$ cat config.mk
export PLATFORM = sky130hd
export DESIGN_NAME = audio_clap_detector
export DESIGN_NICKNAME = d
export VERILOG_FILES = /design/src/rtl/audio_pkg.sv /design/src/rtl/audio_clap_detector_peak_meter.sv /design/src/rtl/audio_clap_detector.sv
export SDC_FILE = /design/constraint.sdc
export NUM_CORES = 1
export LEC_CHECK = 0
export ABC_AREA = 0
export BUFFER_PORTS_ARGS = -buffer_cell sky130_fd_sc_hd__buf_4
export CAP_MARGIN = 20
export CORE_ASPECT_RATIO = 0.75
export CORE_UTILIZATION = 35
export CTS_BUF_LIST = sky130_fd_sc_hd__clkbuf_2 sky130_fd_sc_hd__clkbuf_4 sky130_fd_sc_hd__clkbuf_8
export CTS_CLUSTER_DIAMETER = 30
export DETAILED_ROUTE_END_ITERATION = 16
export GPL_ROUTABILITY_DRIVEN = 0
export PLACE_DENSITY = 0.58
export SYNTH_ARGS = -nofsm -noshare
export SYNTH_HDL_FRONTEND = slang
export SYNTH_HIERARCHICAL = 1
export SYNTH_SLANG_ARGS = --single-unit
$ cat constraint.sdc
create_clock -name clk -period 8.9 [get_ports clk]
set_clock_uncertainty 0.1 [all_clocks]
set_input_delay 1.78 -clock clk [delete_from_list [all_inputs] [get_ports clk]]
set_output_delay 1.78 -clock clk [all_outputs]
set_load 0.01 [all_outputs]
$ cat src/rtl/audio_pkg.sv
// Shared audio definitions: sample/magnitude widths, reader FSM states and
// the saturating absolute-value helper used by audio datapath blocks.
package audio_pkg;

  localparam int SAMPLE_W = 32;
  localparam int MAG_W    = 31;

  typedef enum logic [1:0] {
    IDLE = 2'd0,
    READ = 2'd1,
    EVAL = 2'd2
  } state_t;

  // The most negative sample has no positive twin, so clamp it to full scale.
  function automatic logic [MAG_W-1:0] sat_abs(input logic [SAMPLE_W-1:0] x);
    logic [SAMPLE_W-1:0] neg;
    neg = ~x + SAMPLE_W'(1);
    if (!x[SAMPLE_W-1])
      return x[MAG_W-1:0];
    else if (x == {1'b1, {MAG_W{1'b0}}})
      return {MAG_W{1'b1}};
    else
      return neg[MAG_W-1:0];
  endfunction

endpackage

$ cat src/rtl/audio_clap_detector_peak_meter.sv
// Windowed peak meter: tracks the largest magnitude over WINDOW samples and
// publishes its top 8 bits when each window closes.
module peak_meter
  import audio_pkg::*;
#(
  parameter int WINDOW = 1024
) (
  input  logic             clk,
  input  logic             reset,
  input  logic             sample_valid,
  input  logic [MAG_W-1:0] mag,
  output logic [7:0]       level
);

  localparam int WIN_W = (WINDOW > 1) ? $clog2(WINDOW) : 1;
  localparam logic [WIN_W-1:0] WIN_LAST = WIN_W'(WINDOW - 1);

  logic [MAG_W-1:0] peak_reg;
  logic [MAG_W-1:0] peak_next;
  logic [WIN_W-1:0] win_cnt_reg;
  logic [7:0]       level_reg;

  assign peak_next = (mag > peak_reg) ? mag : peak_reg;
  assign level     = level_reg;

  always_ff @(posedge clk) begin
    if (!reset) begin
      peak_reg    <= '0;
      win_cnt_reg <= '0;
      level_reg   <= '0;
    end else if (sample_valid) begin
      if (win_cnt_reg == WIN_LAST) begin
        // The closing sample counts toward the window it ends.
        level_reg   <= peak_next[MAG_W-1 -: 8];
        peak_reg    <= '0;
        win_cnt_reg <= '0;
      end else begin
        peak_reg    <= peak_next;
        win_cnt_reg <= win_cnt_reg + WIN_W'(1);
      end
    end
  end

endmodule

$ cat src/rtl/audio_clap_detector.sv
// Audio-input clap detector: drains L/R pairs from the codec input FIFO,
// fires a one-cycle strobe on loud samples with hold-off and hysteresis.
module audio_clap_detector
  import audio_pkg::*;
#(
  parameter logic [MAG_W-1:0] THRESHOLD = 31'h1000_0000,
  parameter int               HOLDOFF   = 4800,
  parameter int               WINDOW    = 1024
) (
  input  logic                clk,
  input  logic                reset,
  input  logic                enable,
  input  logic                audio_in_available,
  input  logic [SAMPLE_W-1:0] left_in,
  input  logic [SAMPLE_W-1:0] right_in,
  output logic                read_audio_in,
  output logic                clap_pulse,
  output logic [7:0]          level,
  output logic                armed
);

  localparam int HOLD_W = (HOLDOFF > 0) ? $clog2(HOLDOFF + 1) : 1;
  localparam logic [MAG_W-1:0] REARM_LEVEL = THRESHOLD >> 1;

  state_t              state_reg;
  state_t              state_next;
  logic [SAMPLE_W-1:0] left_reg;
  logic [SAMPLE_W-1:0] right_reg;
  logic                read_reg;
  logic                clap_reg;
  logic                armed_reg;
  logic [HOLD_W-1:0]   holdoff_reg;

  logic [MAG_W-1:0]    mag_left;
  logic [MAG_W-1:0]    mag_right;
  logic [MAG_W-1:0]    mag;
  logic                eval;
  logic                fire;

  always_comb begin
    state_next = state_reg;
    case (state_reg)
      IDLE:    if (audio_in_available) state_next = READ;
      READ:    state_next = EVAL;
      EVAL:    state_next = IDLE;
      default: state_next = IDLE;
    endcase
  end

  assign mag_left  = sat_abs(left_reg);
  assign mag_right = sat_abs(right_reg);
  assign mag       = (mag_left > mag_right) ? mag_left : mag_right;
  assign eval      = (state_reg == EVAL);
  assign fire      = eval && armed_reg && enable && (mag >= THRESHOLD);

  always_ff @(posedge clk) begin
    if (!reset) begin
      state_reg   <= IDLE;
      left_reg    <= '0;
      right_reg   <= '0;
      read_reg    <= 1'b0;
      clap_reg    <= 1'b0;
      armed_reg   <= 1'b1;
      holdoff_reg <= '0;
    end else begin
      state_reg <= state_next;
      // read strobe is registered so it coincides exactly with the READ state
      read_reg  <= (state_next == READ);
      clap_reg  <= fire;
      if (state_reg == READ) begin
        left_reg  <= left_in;
        right_reg <= right_in;
      end
      if (fire) begin
        armed_reg   <= 1'b0;
        holdoff_reg <= HOLD_W'(HOLDOFF);
      end else if (eval && !armed_reg) begin
        if (holdoff_reg != '0)
          holdoff_reg <= holdoff_reg - HOLD_W'(1);
        else if (mag < REARM_LEVEL)
          armed_reg <= 1'b1;
      end
    end
  end

  assign read_audio_in = read_reg;
  assign clap_pulse    = clap_reg;
  assign armed         = armed_reg;

  peak_meter #(
    .WINDOW(WINDOW)
  ) u_peak_meter (
    .clk         (clk),
    .reset       (reset),
    .sample_valid(eval),
    .mag         (mag),
    .level       (level)
  );

endmodule

==> results of run 1 <==
## area by class of cell
cell class / instances / area [µm²]
Fill cell: 2563 / 14320
Sequential cell: 131 / 2623
Clock inverter: 15 / 135.1
Multi-Input combinational cell: 917 / 5724
Tap cell: 331 / 414.1
Timing Repair Buffer: 86 / 645.6
Clock buffer: 17 / 234.0
Inverter: 49 / 183.9
## path summary, 6_finish.rpt
| check | endpoint | slack [ns] | depth (start not counted) |
|---|---|---|---|
| worst max register to register | u_peak_meter/peak_reg[9] | 0.98 | 26 |
| worst min register to register | u_peak_meter/peak_reg[21] | 0.36 | 2 |
| worst min-delay path | u_peak_meter/peak_reg[21] | 0.36 | 2 |
| worst max-delay path | u_peak_meter/peak_reg[9] | 0.98 | 26 |
## cells by family after synthesis
kind of cell,Yosys count,synth area share
xor+xnor,46,0.04590
flops,131,0.2988
buf+inv,109,0.05132
fa+ha+maj,65,0.09237
mux,26,0.03008
compound gates,274,0.2164
simple gates,506,0.2651
## where the power goes
part	switching, mW	internal, mW
Clock	0.294	0.206
Sequential	0.0253	0.605
Combinational	0.383	0.227
Total	0.702	1.04
## layer usage
metal	vias up	wire, µm	track usage
li1	4161	-	-
met5	-	0	0
met2	148	9557	0.2707
met4	0	287	0.04785
met3	19	1060	0.03650
met1	3711	12470	0.2781
## stage by stage
step	instances	hold slack [ns]	util	power [mW]
CTS	1546	0.3638	0.4102	1.750
global route	1546	0.3786	0.4102	1.855
floorplan	1157	0.3347	-	1.115
finish	1546	0.3606	0.4102	1.741
detailed placement	1514	0.3467	0.3950	1.243
global placement	1514	0.3425	0.3950	1.241
## cell usage in the layout, fill, tap and decap left out, types with 6 or more instances in the layout
cell        n
and3_1      6
or2_2       7
or4_1       8
xnor2_1    12
nand3_1    21
nand2_1   286
o31ai_1    12
o21ai_0    76
or3_1      14
nor2_1     62
dfxtp_1   131
nand4_1    17
xor2_1     34
a21o_1     11
o21a_1     10
o22ai_1     8
mux2i_1    23
nor4_1     16
inv_6       6
clkbuf_8   17
a21oi_1    35
inv_1      49
buf_4      86
nor3_1     26
nand2b_1    8
a21boi_0   64
a32o_1      8
ha_1       64
a211oi_2    9
## worst register-to-register path, delay by kind of cell, from the launching register on
kind	cells	cell delay, ns
simple gates	10	3.79
fa+ha+maj	3	0.95
mux	1	0.27
flops	1	0.35
compound gates	9	1.64
buf+inv	3	0.74
==> impl_metrics.toml, run 1 <==
[outcome]
status = "complete, no violations"

[synth]
yosysTopAreaCellShare = 0.2988
syn_avg_cell_area_um2 = 7.586
synth-seq-cells = 131
yosysTopAreaCell = "dfxtp_1"
synth_commonest_cells = "nand2_1, dfxtp_1, o21ai_0"
synth_edf_count = 0
synthArstFlopShare = 0
seq_area_frac_synth = 0.2988
syn_nets = 1289
syn-cell-area_um2 = 8777
yosysMostFrequentCell = "nand2_1"
synth.area.top_cells = "dfxtp_1, nand2_1, ha_1, a21boi_0, o21ai_0"
netlist_instances = 1157
yosys_warnings = 6
ys_types = 71
synthFlopType = "dfxtp_1"

[min_path]
hold_path.class = "register to register"
hp-start = "u_peak_meter/peak_reg[21]"

[timing]
drv_slew = 0
slew_headroom = 0.2857
finalSetupTns_ns = 0
fin_crit_sh = 0.8897
period_minus_slack_ns = 7.918
rsz0062_at_grt = "false"
finalHoldViolCount = 0
setup_viol = 0
worst_pin_slew_ns = 1.070
max_freq_mhz = 126.3
setup_slack_ns = 0.9819

[critical_path]
cp-start-kind = "register"
r2r_start = "right_reg[0]"
critPathCaptureType = "register"
critPathLaunch = "right_reg[0]"
critPathKind = "register to register"
path_buf_inv = 3
slowest_stage = "nor2_4"
critical_path.top_delay_family = "simple AND/OR/NAND/NOR gates"
worstPathArrival_ns = 8.20
worstPathMaxFanout = 41
worstPathRequired_ns = 9.18
critPathMaxStageDelay_ns = 0.64

[finish]
drive_gt1_frac = 0.1300
fin_nets = 1334
area_growth_syn_to_layout_pct = 13.47
diodes = 0
final_area_um2 = 9960

[clocking]
clock_latency_ns = 0.46
cts_setup_buffers = 0
clock-root-buffer = "clkbuf_8"
htree_levels = 4
hold_buffers = 0
clock-sinks = 131
clk_pin_slew_ns = 0.09
clockBufferDepth = 2
cts_buffers = 17
cts_tree = "built"
post_cts_resized = 0

[global_route]
grt_pass1_wl_mm = 38.54
gr-total-overflow = 0
grt_pass1_vias = 7437
grt_max_degree = 95
grt_usage = 0.1868
antenna_found_initial = 0

[floorplanning]
fp.dieArea_um2 = 25720
start_util = 0.3615
die_x_um = 184.9
ios = 79
core_um2 = 24280
die_y_um = 139.1
row_count = 49

[routing]
ant_nets = 0
vias = 8039
drc = 0
dr.pass1.iters = 5
drt-initial-drc-count = 443
wl_per_cell_um = 15.12
post_drt_via_cell_ratio = 5.200
finalWirelength_mm = 23.37

[placement]
place_ws_ns = 1.122
placed_area_um2 = 9590
io_buffers = 78
place_hpwl_mm = 17.42

[pwr]
cellPowerDensity_nw_per_um2 = 174.8
ir_worst_vdd_mv = 0.08842
p_leak_nw = 3.983

[job]
drv_cap = 0
Note: power is estimated with default switching activity, not from simulation.
==> inputs of run 2 (changes only) <==
--- a/config.mk
+++ b/config.mk
@@ -8,13 +8,15 @@
 export ABC_AREA = 0
 export BUFFER_PORTS_ARGS = -buffer_cell sky130_fd_sc_hd__buf_4
 export CAP_MARGIN = 20
+export CELL_PAD_IN_SITES_DETAIL_PLACEMENT = 0
+export CELL_PAD_IN_SITES_GLOBAL_PLACEMENT = 2
 export CORE_ASPECT_RATIO = 0.75
 export CORE_UTILIZATION = 35
 export CTS_BUF_LIST = sky130_fd_sc_hd__clkbuf_2 sky130_fd_sc_hd__clkbuf_4 sky130_fd_sc_hd__clkbuf_8
 export CTS_CLUSTER_DIAMETER = 30
 export DETAILED_ROUTE_END_ITERATION = 16
 export GPL_ROUTABILITY_DRIVEN = 0
-export PLACE_DENSITY = 0.58
+export PLACE_DENSITY = 0.86
 export SYNTH_ARGS = -nofsm -noshare
 export SYNTH_HDL_FRONTEND = slang
 export SYNTH_HIERARCHICAL = 1
==> impl_metrics.toml, run 2 (synthesis results as in run 1) <==
[routing]
post_drt_via_cell_ratio = 5.128
ant_nets = 0
dr.pass1.iters = 5
drt-initial-drc-count = 505
finalWirelength_mm = 24.09
vias = 7928
wl_per_cell_um = 15.58
drc = 0

[critical_path]
critPathCaptureType = "register"
worstPathMaxFanout = 42
cp-start-kind = "register"
critical_path.top_delay_family = "simple AND/OR/NAND/NOR gates"
critPathKind = "register to register"
critPathMaxStageDelay_ns = 0.69
worstPathRequired_ns = 9.19
path_buf_inv = 2
r2r_setup_slack_ns = 0.74
worstPathArrival_ns = 8.45
slowest_stage = "a211oi_2"

[timing]
drv_slew = 0
finalHoldViolCount = 0
fin_crit_sh = 0.9165
max_freq_mhz = 122.6
period_minus_slack_ns = 8.156
setup_viol = 0
slew_headroom = 0.2843
worst_pin_slew_ns = 1.072
finalSetupTns_ns = 0
rsz0062_at_grt = "false"

[outcome]
status = "complete, no violations"

[clocking]
htree_levels = 4
clk_pin_slew_ns = 0.08
cts_setup_buffers = 0
clockBufferDepth = 2
clock-sinks = 131
clock_latency_ns = 0.48
post_cts_resized = 0
cts_tree = "built"
cts_buffers = 17
hold_buffers = 0
clock-root-buffer = "clkbuf_8"

[floorplanning]
start_util = 0.3615
die_x_um = 184.9
ios = 79
die_y_um = 139.1
fp.dieArea_um2 = 25720
row_count = 49
core_um2 = 24280

[finish]
area_growth_syn_to_layout_pct = 14.38
diodes = 0
final_area_um2 = 10040
fin_nets = 1334
final_cell_mix = "nand2_1, dfxtp_1, buf_4, o21ai_0"
n_fill_cell = 2560
drive_gt1_frac = 0.1300
layout_commonest_cell = "nand2_1"

[min_path]
hold_path.class = "register to register"

[pwr]
p_leak_nw = 4.014
cellPowerDensity_nw_per_um2 = 180.7
ir_worst_vdd_mv = 0.09416

[global_route]
grt_usage = 0.1933
grt_pass1_wl_mm = 39.10
grt_pass1_vias = 7142
use_met2 = 0.2643
antenna_found_initial = 0
gr-usage-met1 = 0.3028
grt_util_met3 = 0.03729
gr-total-overflow = 0
busiest_layer = "met1"
grt_max_degree = 95

[placement]
placed_area_um2 = 9603
io_buffers = 78
place_hpwl_mm = 18.37

[job]
drv_cap = 0
-- run 2: cell count changes in the layout (fill, tap and decap cells not counted), sizes merged --
cell	change
bufinv	+3
inv	-4
clkbuf	+1
-- run 2: per-layer routing --
metal	vias to the layer above	part of all wire
met1	3608	0.56
li1	4163	-
met2	141	0.39
met4	0	0.0095
met5	-	0
met3	16	0.038
-- run 2: worst min-delay path, delay by kind of cell, from the launching register on --
kind	cells	cell delay (ns)
flip-flops	1	0.32
multiplexers	1	0.05
AND/OR/NAND/NOR	1	0.05
-- run 2: metrics by stage --
stage | power, mW | hold slack [ns] | setup slack (ns) | std cells | utilization
after global routing | 1.932 | 0.3723 | 0.1176 | 1546 | 0.4135
after CTS | 1.833 | 0.3654 | 0.8820 | 1546 | 0.4135
after floorplan | 1.115 | 0.3347 | 2.592 | 1157 | -
after detailed placement | 1.253 | 0.3501 | 0.9090 | 1514 | 0.3955
final | 1.814 | 0.3630 | 0.7435 | 1546 | 0.4135
after global placement | 1.253 | 0.3414 | 1.034 | 1514 | 0.3955
-- run 2: layout make-up --
| cell class | count | area (µm²) | share of cell area |
|---|---|---|---|
| multi-input cells | 917 | 5724 | 0.5702 |
| flip-flops and latches | 131 | 2623 | 0.2612 |
| repair buffers | 86 | 658.1 | 0.06555 |
| well taps | 331 | 414.1 | 0.04125 |
| clock buffers | 18 | 247.7 | 0.02468 |
| clock inverters | 14 | 188.9 | 0.01882 |
| inverters | 49 | 183.9 | 0.01832 |
-- run 2: path summary, 6_finish.rpt --
check / start / cells after the start / endpoint
setup / recovery: right_reg[0] / 25 / u_peak_meter/peak_reg[9]
hold / removal: u_peak_meter/peak_reg[2] / 2 / u_peak_meter/peak_reg[2]
setup reg to reg: right_reg[0] / 25 / u_peak_meter/peak_reg[9]
hold reg to reg: u_peak_meter/peak_reg[2] / 2 / u_peak_meter/peak_reg[2]
-- run 2: where the power goes --
group          internal [mW]  total [mW]  switching [mW]
Sequential             0.605       0.629          0.0242
Combinational          0.227       0.616           0.388
Clock                  0.294       0.569           0.275
==> inputs of run 3 (changes only) <==
--- a/config.mk
+++ b/config.mk
@@ -8,15 +8,14 @@
 export ABC_AREA = 0
 export BUFFER_PORTS_ARGS = -buffer_cell sky130_fd_sc_hd__buf_4
 export CAP_MARGIN = 20
-export CELL_PAD_IN_SITES_DETAIL_PLACEMENT = 0
-export CELL_PAD_IN_SITES_GLOBAL_PLACEMENT = 2
-export CORE_ASPECT_RATIO = 0.75
+export CELL_PAD_IN_SITES_DETAIL_PLACEMENT = 1
+export CELL_PAD_IN_SITES_GLOBAL_PLACEMENT = 1
 export CORE_UTILIZATION = 35
 export CTS_BUF_LIST = sky130_fd_sc_hd__clkbuf_2 sky130_fd_sc_hd__clkbuf_4 sky130_fd_sc_hd__clkbuf_8
 export CTS_CLUSTER_DIAMETER = 30
 export DETAILED_ROUTE_END_ITERATION = 16
 export GPL_ROUTABILITY_DRIVEN = 0
-export PLACE_DENSITY = 0.86
+export PLACE_DENSITY = 0.72
 export SYNTH_ARGS = -nofsm -noshare
 export SYNTH_HDL_FRONTEND = slang
 export SYNTH_HIERARCHICAL = 1
==> impl_metrics.toml, run 3 (synthesis results as in run 1) <==
[routing]
finalWirelength_mm = 25.85
dr.pass1.iters = 4
post_drt_via_cell_ratio = 5.323
drc = 0
drt-initial-drc-count = 365
vias = 8192
wl_per_cell_um = 16.80
ant_nets = 0

[finish]
final_cell_mix = "nand2_1, dfxtp_1, buf_4, o21ai_0"
diodes = 0
layout_commonest_cell = "nand2_1"
final_util = 0.4108
drive_gt1_frac = 0.1300
area_growth_syn_to_layout_pct = 14.50
fin_nets = 1334

[min_path]
min_path_cells = 2
hp-start = "u_peak_meter/peak_reg[5]"
whs_endpoint = "u_peak_meter/peak_reg[5]"
hold_path.class = "register to register"

[floorplanning]
row_count = 57
die_x_um = 160.4
start_util = 0.3588
core_um2 = 24460
ios = 79
die_y_um = 160.4
fp.dieArea_um2 = 25720

[critical_path]
r2r_setup_slack_ns = 0.73
worstPathMaxFanout = 33
slowest_stage = "a211oi_2"
critPathCaptureType = "register"
path_buf_inv = 3
critPathLaunch = "right_reg[0]"
critPathMaxStageDelay_ns = 0.70
worstPathRequired_ns = 9.19
worstPathArrival_ns = 8.46
critical_path.top_delay_family = "compound AO/OA/AOI/OAI gates"
worstRegToRegCells = 28
r2r_start = "right_reg[0]"
critPathKind = "register to register"
cp-start-kind = "register"
reg2reg_to = "u_peak_meter/peak_reg[16]"

[timing]
finalSetupTns_ns = 0
finalHoldViolCount = 0
slew_headroom = 0.3199
rsz0062_at_grt = "false"
setup_viol = 0
fin_crit_sh = 0.9177
worst_pin_slew_ns = 1.019
max_freq_mhz = 122.4
drv_slew = 0
period_minus_slack_ns = 8.168
fin_hold_ws_ns = 0.3607

[clocking]
post_cts_resized = 0
clock-root-buffer = "clkbuf_8"
cts_tree = "built"
clockBufferDepth = 2
clock-sinks = 131
cts_buffers = 17
clock_latency_ns = 0.47
hold_buffers = 0
htree_levels = 4
clk_pin_slew_ns = 0.09
cts_setup_buffers = 0

[outcome]
status = "complete, no violations"

[global_route]
grt_pass1_vias = 8260
antenna_found_initial = 0
grt_max_degree = 95
gr-total-overflow = 0
grt_pass1_wl_mm = 42.66
grt_usage = 0.2074

[pwr]
cellPowerDensity_nw_per_um2 = 185.0
p_leak_nw = 4.019
ir_worst_vdd_mv = 0.07345

[job]
drv_cap = 0

[placement]
place_hpwl_mm = 19.51
io_buffers = 78
==> run 3: cell types whose count changed in the layout (fill, tap and decap cells not counted), sizes merged <==
cell / delta
inv: -3
bufinv: +1
clkbuf: +1
clkinvlp: +1
==> run 3: worst reg2reg max path, delay by kind of cell, from the launching register on <==
kind                       cells  cell delay, ns
AOI/OAI and AO/OA             11            3.04
DFF                            1            0.35
adders and majority gates      3            0.93
and+or+nand+nor               10            2.65
muxes                          1            0.26
buffers and inverters          3            0.75
==> run 3: per-stage QoR <==
stage | worst slack, ns | cells | cell area, µm² | total power [mW]
final | 0.7321 | 1539 | 10050 | 1.859
after global routing | 0.1584 | 1539 | 10050 | 1.972
after detailed placement | 0.6199 | 1506 | 9574 | 1.254
after floorplan | 2.592 | 1157 | 8777 | 1.115
after CTS | 0.5972 | 1538 | 10020 | 1.856
after global placement | 0.9460 | 1506 | 9574 | 1.241
==> run 3: worst max path at each step <==
stage | endpoint | slack [ns] | depth (start not counted)
2_1_floorplan | u_peak_meter/peak_reg[24] | 2.59 | 27
3_3_place_gp | u_peak_meter/peak_reg[9] | 0.95 | 25
3_5_place_dp | u_peak_meter/peak_reg[16] | 0.62 | 25
4_1_cts | u_peak_meter/peak_reg[8] | 0.60 | 25
5_1_grt | u_peak_meter/peak_reg[1] | 0.16 | 28
6_report | u_peak_meter/peak_reg[16] | 0.73 | 28
==> run 3: area by class of cell <==
class | count | area, µm²
multi-input cells | 917 | 5724
fillers | 2993 | 14410
flip-flops and latches | 131 | 2623
clock inverters | 13 | 198.9
clock buffers | 19 | 249.0
inverters | 49 | 183.9
well taps | 324 | 405.4
repair buffers | 86 | 665.6
==> run 3: report_power, final <==
group / total [mW] / internal [mW] / leakage [nW] / switching (mW)
combinational: 0.636 / 0.236 / 2.74 / 0.400
clock: 0.594 / 0.317 / 0.220 / 0.277
sequential: 0.629 / 0.605 / 1.06 / 0.0238
==> run 3: layer usage <==
layer  part of all wire  global-route usage  wire length (µm)
met1               0.46              0.2579             11890
met3              0.034             0.03099               866
met2               0.49              0.3654             12590
met4              0.020             0.06710               507
met5                  0                   0                 0
